**src/rtl/deserializer.sv**
```systemverilog
// MSB-first serial-to-parallel receiver with length field; short (1-2 bit) transfers are discarded.
// Optional drop_o pulse port enabled by defining DESERIALIZER_DROP_FLAG_EN.
module deserializer #(
    parameter int DATA_BUS_WIDTH = 16,
    parameter int DATA_MOD_WIDTH = 4
) (
    input  logic                      clk_i,
    input  logic                      srst_i,
    input  logic                      ser_data_i,
    input  logic                      ser_data_val_i,
    output logic [DATA_BUS_WIDTH-1:0] data_o,
    output logic [DATA_MOD_WIDTH-1:0] data_mod_o,
    output logic                      data_val_o,
    output logic                      busy_o
`ifdef DESERIALIZER_DROP_FLAG_EN
    ,
    output logic                      drop_o
`endif
);

    localparam int               CNT_W = DATA_MOD_WIDTH + 1;
    localparam logic [CNT_W-1:0] LAST  = CNT_W'(DATA_BUS_WIDTH - 1);
    localparam logic [CNT_W-1:0] MIN_N = CNT_W'(3);

    typedef enum logic {IDLE_S, RECV_S} state_t;

    state_t                    state;
    logic [CNT_W-1:0]          cnt;
    logic [DATA_BUS_WIDTH-1:0] shreg;
    logic [DATA_BUS_WIDTH-1:0] bit_pos;

    // Incoming bit placed at index W-1-cnt; in IDLE_S cnt is 0 so it lands at the MSB.
    assign bit_pos = {{(DATA_BUS_WIDTH-1){1'b0}}, ser_data_i} << (LAST - cnt);
    assign busy_o  = (state == RECV_S);

    always_ff @(posedge clk_i) begin
        if (srst_i) begin
            state      <= IDLE_S;
            cnt        <= '0;
            shreg      <= '0;
            data_o     <= '0;
            data_mod_o <= '0;
            data_val_o <= 1'b0;
`ifdef DESERIALIZER_DROP_FLAG_EN
            drop_o     <= 1'b0;
`endif
        end else begin
            data_val_o <= 1'b0;
`ifdef DESERIALIZER_DROP_FLAG_EN
            drop_o     <= 1'b0;
`endif
            case (state)
                IDLE_S: begin
                    if (ser_data_val_i) begin
                        // Fresh transfer: old buffer contents are replaced, not merged.
                        shreg <= bit_pos;
                        cnt   <= CNT_W'(1);
                        state <= RECV_S;
                    end
                end
                RECV_S: begin
                    if (ser_data_val_i) begin
                        if (cnt == LAST) begin
                            data_o     <= shreg | bit_pos;
                            data_mod_o <= '0;
                            data_val_o <= 1'b1;
                            cnt        <= '0;
                            state      <= IDLE_S;
                        end else begin
                            shreg <= shreg | bit_pos;
                            cnt   <= cnt + CNT_W'(1);
                        end
                    end else begin
                        if (cnt >= MIN_N) begin
                            data_o     <= shreg;
                            data_mod_o <= cnt[DATA_MOD_WIDTH-1:0];
                            data_val_o <= 1'b1;
                        end
`ifdef DESERIALIZER_DROP_FLAG_EN
                        else begin
                            drop_o <= 1'b1;
                        end
`endif
                        cnt   <= '0;
                        state <= IDLE_S;
                    end
                end
                default: begin
                    cnt   <= '0;
                    state <= IDLE_S;
                end
            endcase
        end
    end

endmodule

```
**config.mk**
```make
export PLATFORM = sky130hd
export DESIGN_NAME = deserializer
export DESIGN_NICKNAME = d
export VERILOG_FILES = /design/src/rtl/deserializer.sv
export SDC_FILE = /design/constraint.sdc
export NUM_CORES = 1
export LEC_CHECK = 0
export CAP_MARGIN = 40
export CORE_MARGIN = 4
export CORE_UTILIZATION = 53
export DETAILED_ROUTE_END_ITERATION = 12
export PLACE_DENSITY = 0.86
export SLEW_MARGIN = 20
export SYNTH_ARGS = -nofsm -noshare
export SYNTH_HDL_FRONTEND = slang
export SYNTH_SLANG_ARGS = --single-unit
```
**constraint.sdc**
```tcl
create_clock -name clk_i -period 1.8 [get_ports clk_i]
set_input_delay 0.36 -clock clk_i [delete_from_list [all_inputs] [get_ports clk_i]]
set_output_delay 0.36 -clock clk_i [all_outputs]
set_load 0.1 [all_outputs]
```
==> results of run 1 <==
[layer usage]
metal | vias up | global-route usage, % | part of all wire, %
li1 | 868 | - | -
met5 | - | 0 | 0
met4 | 0 | 11.4 | 2.5
met1 | 864 | 25.1 | 40
met3 | 16 | 6.82 | 6.0
met2 | 68 | 43.4 | 52
[cells by family after synthesis]
group	after synthesis	share of synthesized area, %
AND/OR/NAND/NOR	83	23.3
flip-flops	43	45.6
buffers and inverters	21	6.30
multiplexers	2	1.13
AO/OA/AOI/OAI	66	23.0
adder cells (fa/ha/maj)	1	0.663
[per-stage QoR]
stage | hold WS (ns) | cells | power, mW | utilization (%)
2_1_floorplan | 0.422 | 216 | 1.05 | -
3_3_place_gp | 0.436 | 296 | 1.11 | 74.6
3_5_place_dp | 0.455 | 296 | 1.11 | 74.6
4_1_cts | 0.472 | 304 | 1.64 | 76.7
5_1_grt | 0.505 | 305 | 1.70 | 77.0
6_report | 0.474 | 305 | 1.63 | 77.0
[repair_timing]
item,in CTS,in global routing
hold buffers,0,0
gates resized for setup,1,0
setup endpoints to repair,4,0
endpoints found under the hold margin,0,0
[critical path, cell delays in order, from the launching register on]
cell                       delay (ns)
sky130_fd_sc_hd__dfxtp_1         0.38
sky130_fd_sc_hd__or3_4           0.40
sky130_fd_sc_hd__o311ai_4        0.35
sky130_fd_sc_hd__buf_4           0.24
sky130_fd_sc_hd__nand3_1         0.09
sky130_fd_sc_hd__a21oi_1         0.15
[synth_stat cells (all sizes together)]
| master | n |
|---|---|
| dfxtp | 43 |
| nor2 | 17 |
| clkbuf | 5 |
| nand4 | 2 |
| o311a | 1 |
| nand3 | 14 |
| o211ai | 3 |
| and3b | 2 |
| nand2b | 2 |
| or3 | 2 |
| a22oi | 1 |
| a41o | 1 |
| nor3b | 2 |
| and2 | 3 |
| o211a | 1 |
| nor3 | 12 |
| a211oi | 10 |
| o311ai | 1 |
| and2b | 1 |
| a22o | 2 |
| a31oi | 3 |
| o21ai | 22 |
| nor2b | 1 |
| inv | 2 |
| buf | 14 |
| nand4b | 2 |
| nand2 | 18 |
| nand3b | 2 |
| ha | 1 |
| or3b | 2 |
| mux2i | 1 |
| mux2 | 1 |
| a21oi | 20 |
| a32o | 1 |
| and3 | 1 |
[layout make-up]
cell class | count | area (um^2) | area share (%)
Clock buffer | 7 | 65.1 | 2.49
Clock inverter | 1 | 7.51 | 0.288
Multi-Input combinational cell | 152 | 908 | 34.8
Sequential cell | 43 | 862 | 33.0
Timing Repair Buffer | 54 | 701 | 26.9
Inverter | 2 | 7.51 | 0.288
Tap cell | 46 | 57.6 | 2.21
[state kept, by name, indices dropped and copies added (netlist names)]
| name | flops |
|---|---|
| data_mod_o | 4 |
| data_val_o | 1 |
| data_o | 16 |
| busy_o | 1 |
| shreg | 16 |
| cnt | 5 |
[report_power, final]
part	leakage, nW	switching [mW]	internal (mW)
Clock	0.0375	0.306	0.228
Sequential	0.347	0.00608	0.958
Combinational	0.602	0.0782	0.0553
Total	0.986	0.390	1.24
[worst paths after layout]
check             slack (ns)   endpoint  startpoint  cells past startpoint
setup / recovery        0.12  data_o[7]      cnt[3]                      5
hold reg to reg         0.47   shreg[0]    shreg[0]                      2
hold / removal          0.47   shreg[0]    shreg[0]                      2
setup reg to reg        0.12  data_o[7]      cnt[3]                      5
==> impl_table.tex, run 1 <==
\begin{tabular}{lr}
\hline
Metric & Value \\
\hline
\multicolumn{2}{l}{\textbf{Power and ir drop}} \\
\quad Total power per unit cell area & 625 nW/um\^{}2 \\
\quad Maximum VDD drop & 0.523 mV \\
\quad LEAKAGE & 0.986 nW \\
\multicolumn{2}{l}{\textbf{Synthesis}} \\
\quad Top cells by area, synth & sky130\_fd\_sc\_hd\_\_dfxtp\_1 46\%, sky130\_fd\_sc\_hd\_\_a21oi\_1 5.3\%, sky130\_fd\_sc\_hd\_\_a211oi\_1 4.0\% \\
\quad Post-synthesis average cell area & 8.74 um\^{}2 \\
\quad Instance count of the mapped netlist & 216 \\
\quad Post-synth cell types & 46 \\
\quad Proportion of netlist area held by the largest area contributor & 45.6\% \\
\quad Area of the mapped netlist & 1890 um\^{}2 \\
\quad Share of the yosys chip area belonging to registers & 45.6\% \\
\quad Warning count from the yosys run & 0 \\
\quad Largest area contributor in the synthesized netlist & sky130\_fd\_sc\_hd\_\_dfxtp\_1 \\
\quad Synthesized net count & 221 \\
\quad Register bit total from synthesis & 43 \\
\multicolumn{2}{l}{\textbf{Final layout}} \\
\quad Relative area change from synthesis to final layout & 38.3\% \\
\quad Most frequent standard cell in the layout excluding fill and tap cells & sky130\_fd\_sc\_hd\_\_dfxtp\_1 \\
\quad Leading cell types in the layout, fill and taps excluded & 42 x sky130\_fd\_sc\_hd\_\_dfxtp\_1, 28 x sky130\_fd\_sc\_hd\_\_buf\_4, 23 x sky130\_fd\_sc\_hd\_\_buf\_12 \\
\quad Number of filler cells placed in the layout & 199 \\
\quad Fin area & 2610 um\^{}2 \\
\quad Total number of nets in the final design & 263 \\
\quad Ant diodes & 0 \\
\quad Ratio of cells with drive above 1 in the final layout & 28.2\% \\
\multicolumn{2}{l}{\textbf{Critical path}} \\
\quad Worst Path Required & 2.10 ns \\
\quad Critical path launch point type & flip-flop \\
\quad Maximum fanout along the worst path & 9 \\
\quad CP arrival & 1.98 ns \\
\quad WS Path Type & reg -> reg \\
\quad Critical Path End Type & flip-flop \\
\multicolumn{2}{l}{\textbf{Clock tree}} \\
\quad Number of clock sinks & 43 \\
\quad Latest clock arrival within the worst-skew pair & 0.36 ns \\
\quad Number of buffers created by CTS & 5 \\
\quad Clock transition at the register clock pins on the worst setup and hold paths after CTS & 0.12 ns \\
\quad Total setup buffers inserted after CTS & 0 \\
\quad Maximum buffer depth of the clock tree & 2 \\
\quad CTS tree & done \\
\quad Root buffer cell & sky130\_fd\_sc\_hd\_\_clkbuf\_4 \\
\quad \# H-tree levels & 2 \\
\multicolumn{2}{l}{\textbf{Routing}} \\
\quad Routed wire length per instance & 15.8 um \\
\quad Routed vias/inst & 5.95 \\
\quad Final WL & 4.82 mm \\
\quad Via count & 1,816 \\
\quad Initial drt markers & 130 \\
\quad Initial DRT Pass Iterations & 4 \\
\quad Number of nets still failing antenna checks after routing & 0 \\
\quad DRC viols & 0 \\
\multicolumn{2}{l}{\textbf{STA}} \\
\quad Post-route clock period utilization & 93.2\% \\
\quad Post-route clock skew & 0.00638 ns \\
\quad Shortest clock period the worst path allows after layout & 1.68 ns \\
\quad Transition time of the tightest slew-check pin & 0.457 ns \\
\quad Setup-failing EPs final & 0 \\
\quad Post-route setup TNS & 0 ns \\
\quad RSZ-0062 raised after global routing & false \\
\quad Number of hold violations in the final report & 0 \\
\quad Fin worst setup slack & 0.123 ns \\
\quad Relative slew slack & 69.6\% \\
\quad Maximum frequency from static timing analysis & 596 MHz \\
\quad Slew Viols, Final & 0 \\
\multicolumn{2}{l}{\textbf{Floorplan}} \\
\quad Total I/O pin count & 26 \\
\quad Die area & 4580 um\^{}2 \\
\quad Initial Utilization & 55.7\% \\
\quad Die Span X & 67.7 um \\
\quad Number of core rows & 21 \\
\quad Core area & 3390 um\^{}2 \\
\quad Y dimension of the die & 67.7 um \\
\multicolumn{2}{l}{\textbf{GRT}} \\
\quad Overflow after GRT & 0 \\
\quad Largest net degree at the start of global routing & 22 \\
\quad Tot GR Track Use & 23.9\% \\
\quad Global-route wire length before repair & 8.17 mm \\
\quad Number of antenna violations at the first check in global routing & 0 \\
\quad Vias in the first global route & 1,835 \\
\multicolumn{2}{l}{\textbf{Placement}} \\
\quad Placement-stage worst setup slack & -0.277 ns \\
\quad Count of port buffers added during placement & 25 \\
\quad Placement-stage cell area & 2530 um\^{}2 \\
\quad DP Wirelength & 3.55 mm \\
\quad GPL Wtd Cong & 0.858 \\
\multicolumn{2}{l}{\textbf{Run}} \\
\quad Max-cap viol count & 0 \\
\multicolumn{2}{l}{\textbf{Hold path}} \\
\quad Hold crit path type & reg -> reg \\
\multicolumn{2}{l}{\textbf{Status}} \\
\quad Outcome & completed \\
\hline
\end{tabular}
Power figures use the tool's default switching activity.
==> inputs of run 2 (changes only) <==
Settings changed: CAP_MARGIN 40 to 20.
==> impl_table.tex, run 2 (synthesized netlist as in run 1, its figures left out) <==
\begin{tabular}{lr}
\hline
Metric & Value \\
\hline
\multicolumn{2}{l}{\textbf{Final layout}} \\
\quad Number of filler cells placed in the layout & 199 \\
\quad Relative area change from synthesis to final layout & 38.0\% \\
\quad Leading cell types in the layout, fill and taps excluded & 42 x sky130\_fd\_sc\_hd\_\_dfxtp\_1, 27 x sky130\_fd\_sc\_hd\_\_buf\_4, 23 x sky130\_fd\_sc\_hd\_\_buf\_12 \\
\quad Ratio of cells with drive above 1 in the final layout & 28.3\% \\
\quad Final core area utilization & 76.8\% \\
\quad Most frequent standard cell in the layout excluding fill and tap cells & sky130\_fd\_sc\_hd\_\_dfxtp\_1 \\
\quad Largest registers ranked by flip-flop count & data\_o x16, shreg x16, cnt x5 \\
\quad Total number of nets in the final design & 262 \\
\quad Ant diodes & 0 \\
\multicolumn{2}{l}{\textbf{Hold path}} \\
\quad WHS Path Cells & 2 \\
\quad Hold crit path type & reg -> reg \\
\quad Hold Path Origin & shreg[0] \\
\quad Hold Crit Endpoint & shreg[0] \\
\multicolumn{2}{l}{\textbf{STA}} \\
\quad Post-route clock period utilization & 92.5\% \\
\quad Smallest hold slack & 0.476 ns \\
\quad Number of hold violations in the final report & 0 \\
\quad Relative slew slack & 57.9\% \\
\quad Transition time of the tightest slew-check pin & 0.631 ns \\
\quad RSZ-0062 raised after global routing & false \\
\quad Slew Viols, Final & 0 \\
\quad Setup-failing EPs final & 0 \\
\quad Post-route setup TNS & 0 ns \\
\quad Shortest clock period the worst path allows after layout & 1.66 ns \\
\quad Maximum frequency from static timing analysis & 601 MHz \\
\quad Post-route clock skew & 0.00763 ns \\
\multicolumn{2}{l}{\textbf{Clock tree}} \\
\quad Number of clock sinks & 43 \\
\quad Latest clock arrival within the worst-skew pair & 0.36 ns \\
\quad Maximum buffer depth of the clock tree & 2 \\
\quad Post-CTS Hold Buffers & 0 \\
\quad Number of buffers created by CTS & 5 \\
\quad Total setup buffers inserted after CTS & 0 \\
\quad CTS tree & done \\
\quad \# H-tree levels & 2 \\
\quad Root buffer cell & sky130\_fd\_sc\_hd\_\_clkbuf\_4 \\
\quad Clock transition at the register clock pins on the worst setup and hold paths after CTS & 0.13 ns \\
\multicolumn{2}{l}{\textbf{Critical path}} \\
\quad Start point of the critical path & cnt[3] \\
\quad FF-to-FF End & data\_o[5] \\
\quad Worst reg-to-reg path cell count & 5 \\
\quad Slack of the worst reg-to-reg path & 0.14 ns \\
\quad Maximum fanout along the worst path & 9 \\
\quad Critical Path End Type & flip-flop \\
\quad Launch instance of the worst register-to-register path & cnt[3] \\
\quad Worst Path Required & 2.09 ns \\
\quad Critical path launch point type & flip-flop \\
\quad WS Path Type & reg -> reg \\
\quad CP arrival & 1.96 ns \\
\multicolumn{2}{l}{\textbf{Run}} \\
\quad Max-cap viol count & 0 \\
\multicolumn{2}{l}{\textbf{Routing}} \\
\quad Via count & 1,834 \\
\quad DRC viols & 0 \\
\quad Routed wire length per instance & 15.9 um \\
\quad Final WL & 4.82 mm \\
\quad Initial DRT Pass Iterations & 4 \\
\quad Number of nets still failing antenna checks after routing & 0 \\
\quad Initial drt markers & 129 \\
\quad Routed vias/inst & 6.03 \\
\multicolumn{2}{l}{\textbf{Placement}} \\
\quad GPL Wtd Cong & 0.858 \\
\quad DP Wirelength & 3.55 mm \\
\quad Count of port buffers added during placement & 25 \\
\multicolumn{2}{l}{\textbf{Floorplan}} \\
\quad Die area & 4580 um\^{}2 \\
\quad Total I/O pin count & 26 \\
\quad Die Span X & 67.7 um \\
\quad Number of core rows & 21 \\
\quad Initial Utilization & 55.7\% \\
\quad Y dimension of the die & 67.7 um \\
\quad Core area & 3390 um\^{}2 \\
\multicolumn{2}{l}{\textbf{Status}} \\
\quad Outcome & completed \\
\multicolumn{2}{l}{\textbf{GRT}} \\
\quad Number of antenna violations at the first check in global routing & 0 \\
\quad Vias in the first global route & 1,835 \\
\quad Tot GR Track Use & 23.9\% \\
\quad Largest net degree at the start of global routing & 22 \\
\quad Global-route wire length before repair & 8.17 mm \\
\quad Overflow after GRT & 0 \\
\multicolumn{2}{l}{\textbf{Power and ir drop}} \\
\quad Total power per unit cell area & 627 nW/um\^{}2 \\
\quad LEAKAGE & 0.981 nW \\
\quad Maximum VDD drop & 0.524 mV \\
\hline
\end{tabular}
## run 2: cell types whose count changed in the layout (fill, tap and decap cells not counted), sizes merged
| cell | before | now |
|---|---|---|
| buf | 51 | 50 |
## run 2: worst max-delay path by stage
stage / endpoint / slack [ns] / depth (start not counted)
4_1_cts: shreg[6] / 0.11 / 5
5_1_grt: data_o[4] / 0.001 / 5
3_3_place_gp: shreg[6] / -0.15 / 5
6_report: data_o[5] / 0.14 / 5
2_1_floorplan: data_o[14] / 0.02 / 5
3_5_place_dp: shreg[6] / -0.28 / 5
## run 2: layer usage
metal  track usage [%]  wire length [um]  share of wire (%)
met5                 0                 0                  0
met3              6.82               223                4.6
met1              25.1              1920                 40
met2              43.4              2560                 53
met4              11.4               115                2.4
## run 2: layout make-up
class                      instances  area [um^2]  area share (%)
clock inverter                     1         7.51           0.288
timing repair buffer              53          693            26.6
tap                               46         57.6            2.21
multi-input combinational        152          911            35.0
sequential                        43          862            33.1
inverter                           2         7.51           0.288
clock buffer                       7         65.1            2.50
## run 2: timing repair
action                                  CTS  global route
gates resized for setup                   1             1
hold endpoints to repair                  0             0
endpoints found under the setup margin    4             3
## run 2: power by group
part	leakage [nW]	switching [mW]	total (mW)	internal, mW
Clock	0.0375	0.307	0.536	0.228
Sequential	0.347	0.00593	0.964	0.958
Combinational	0.597	0.0781	0.132	0.0538
Total	0.981	0.391	1.63	1.24
## run 2: worst max-delay path, stage by stage, from the launching register on
cell and delay (ns):
sky130_fd_sc_hd__dfxtp_1 0.39, sky130_fd_sc_hd__or3_4 0.40, sky130_fd_sc_hd__o311ai_4 0.34, sky130_fd_sc_hd__buf_4 0.24
sky130_fd_sc_hd__nand3_1 0.09, sky130_fd_sc_hd__a21oi_1 0.15
## run 2: per-stage QoR
| step | total power, mW | cells | area [um^2] | worst slack (ns) |
|---|---|---|---|---|
| global placement | 1.11 | 296 | 2530 | -0.152 |
| floorplan | 1.05 | 216 | 1890 | 0.0211 |
| global route | 1.70 | 304 | 2600 | 0.00123 |
| finish | 1.63 | 304 | 2600 | 0.135 |
| CTS | 1.64 | 304 | 2600 | 0.105 |
| detailed placement | 1.11 | 296 | 2530 | -0.277 |
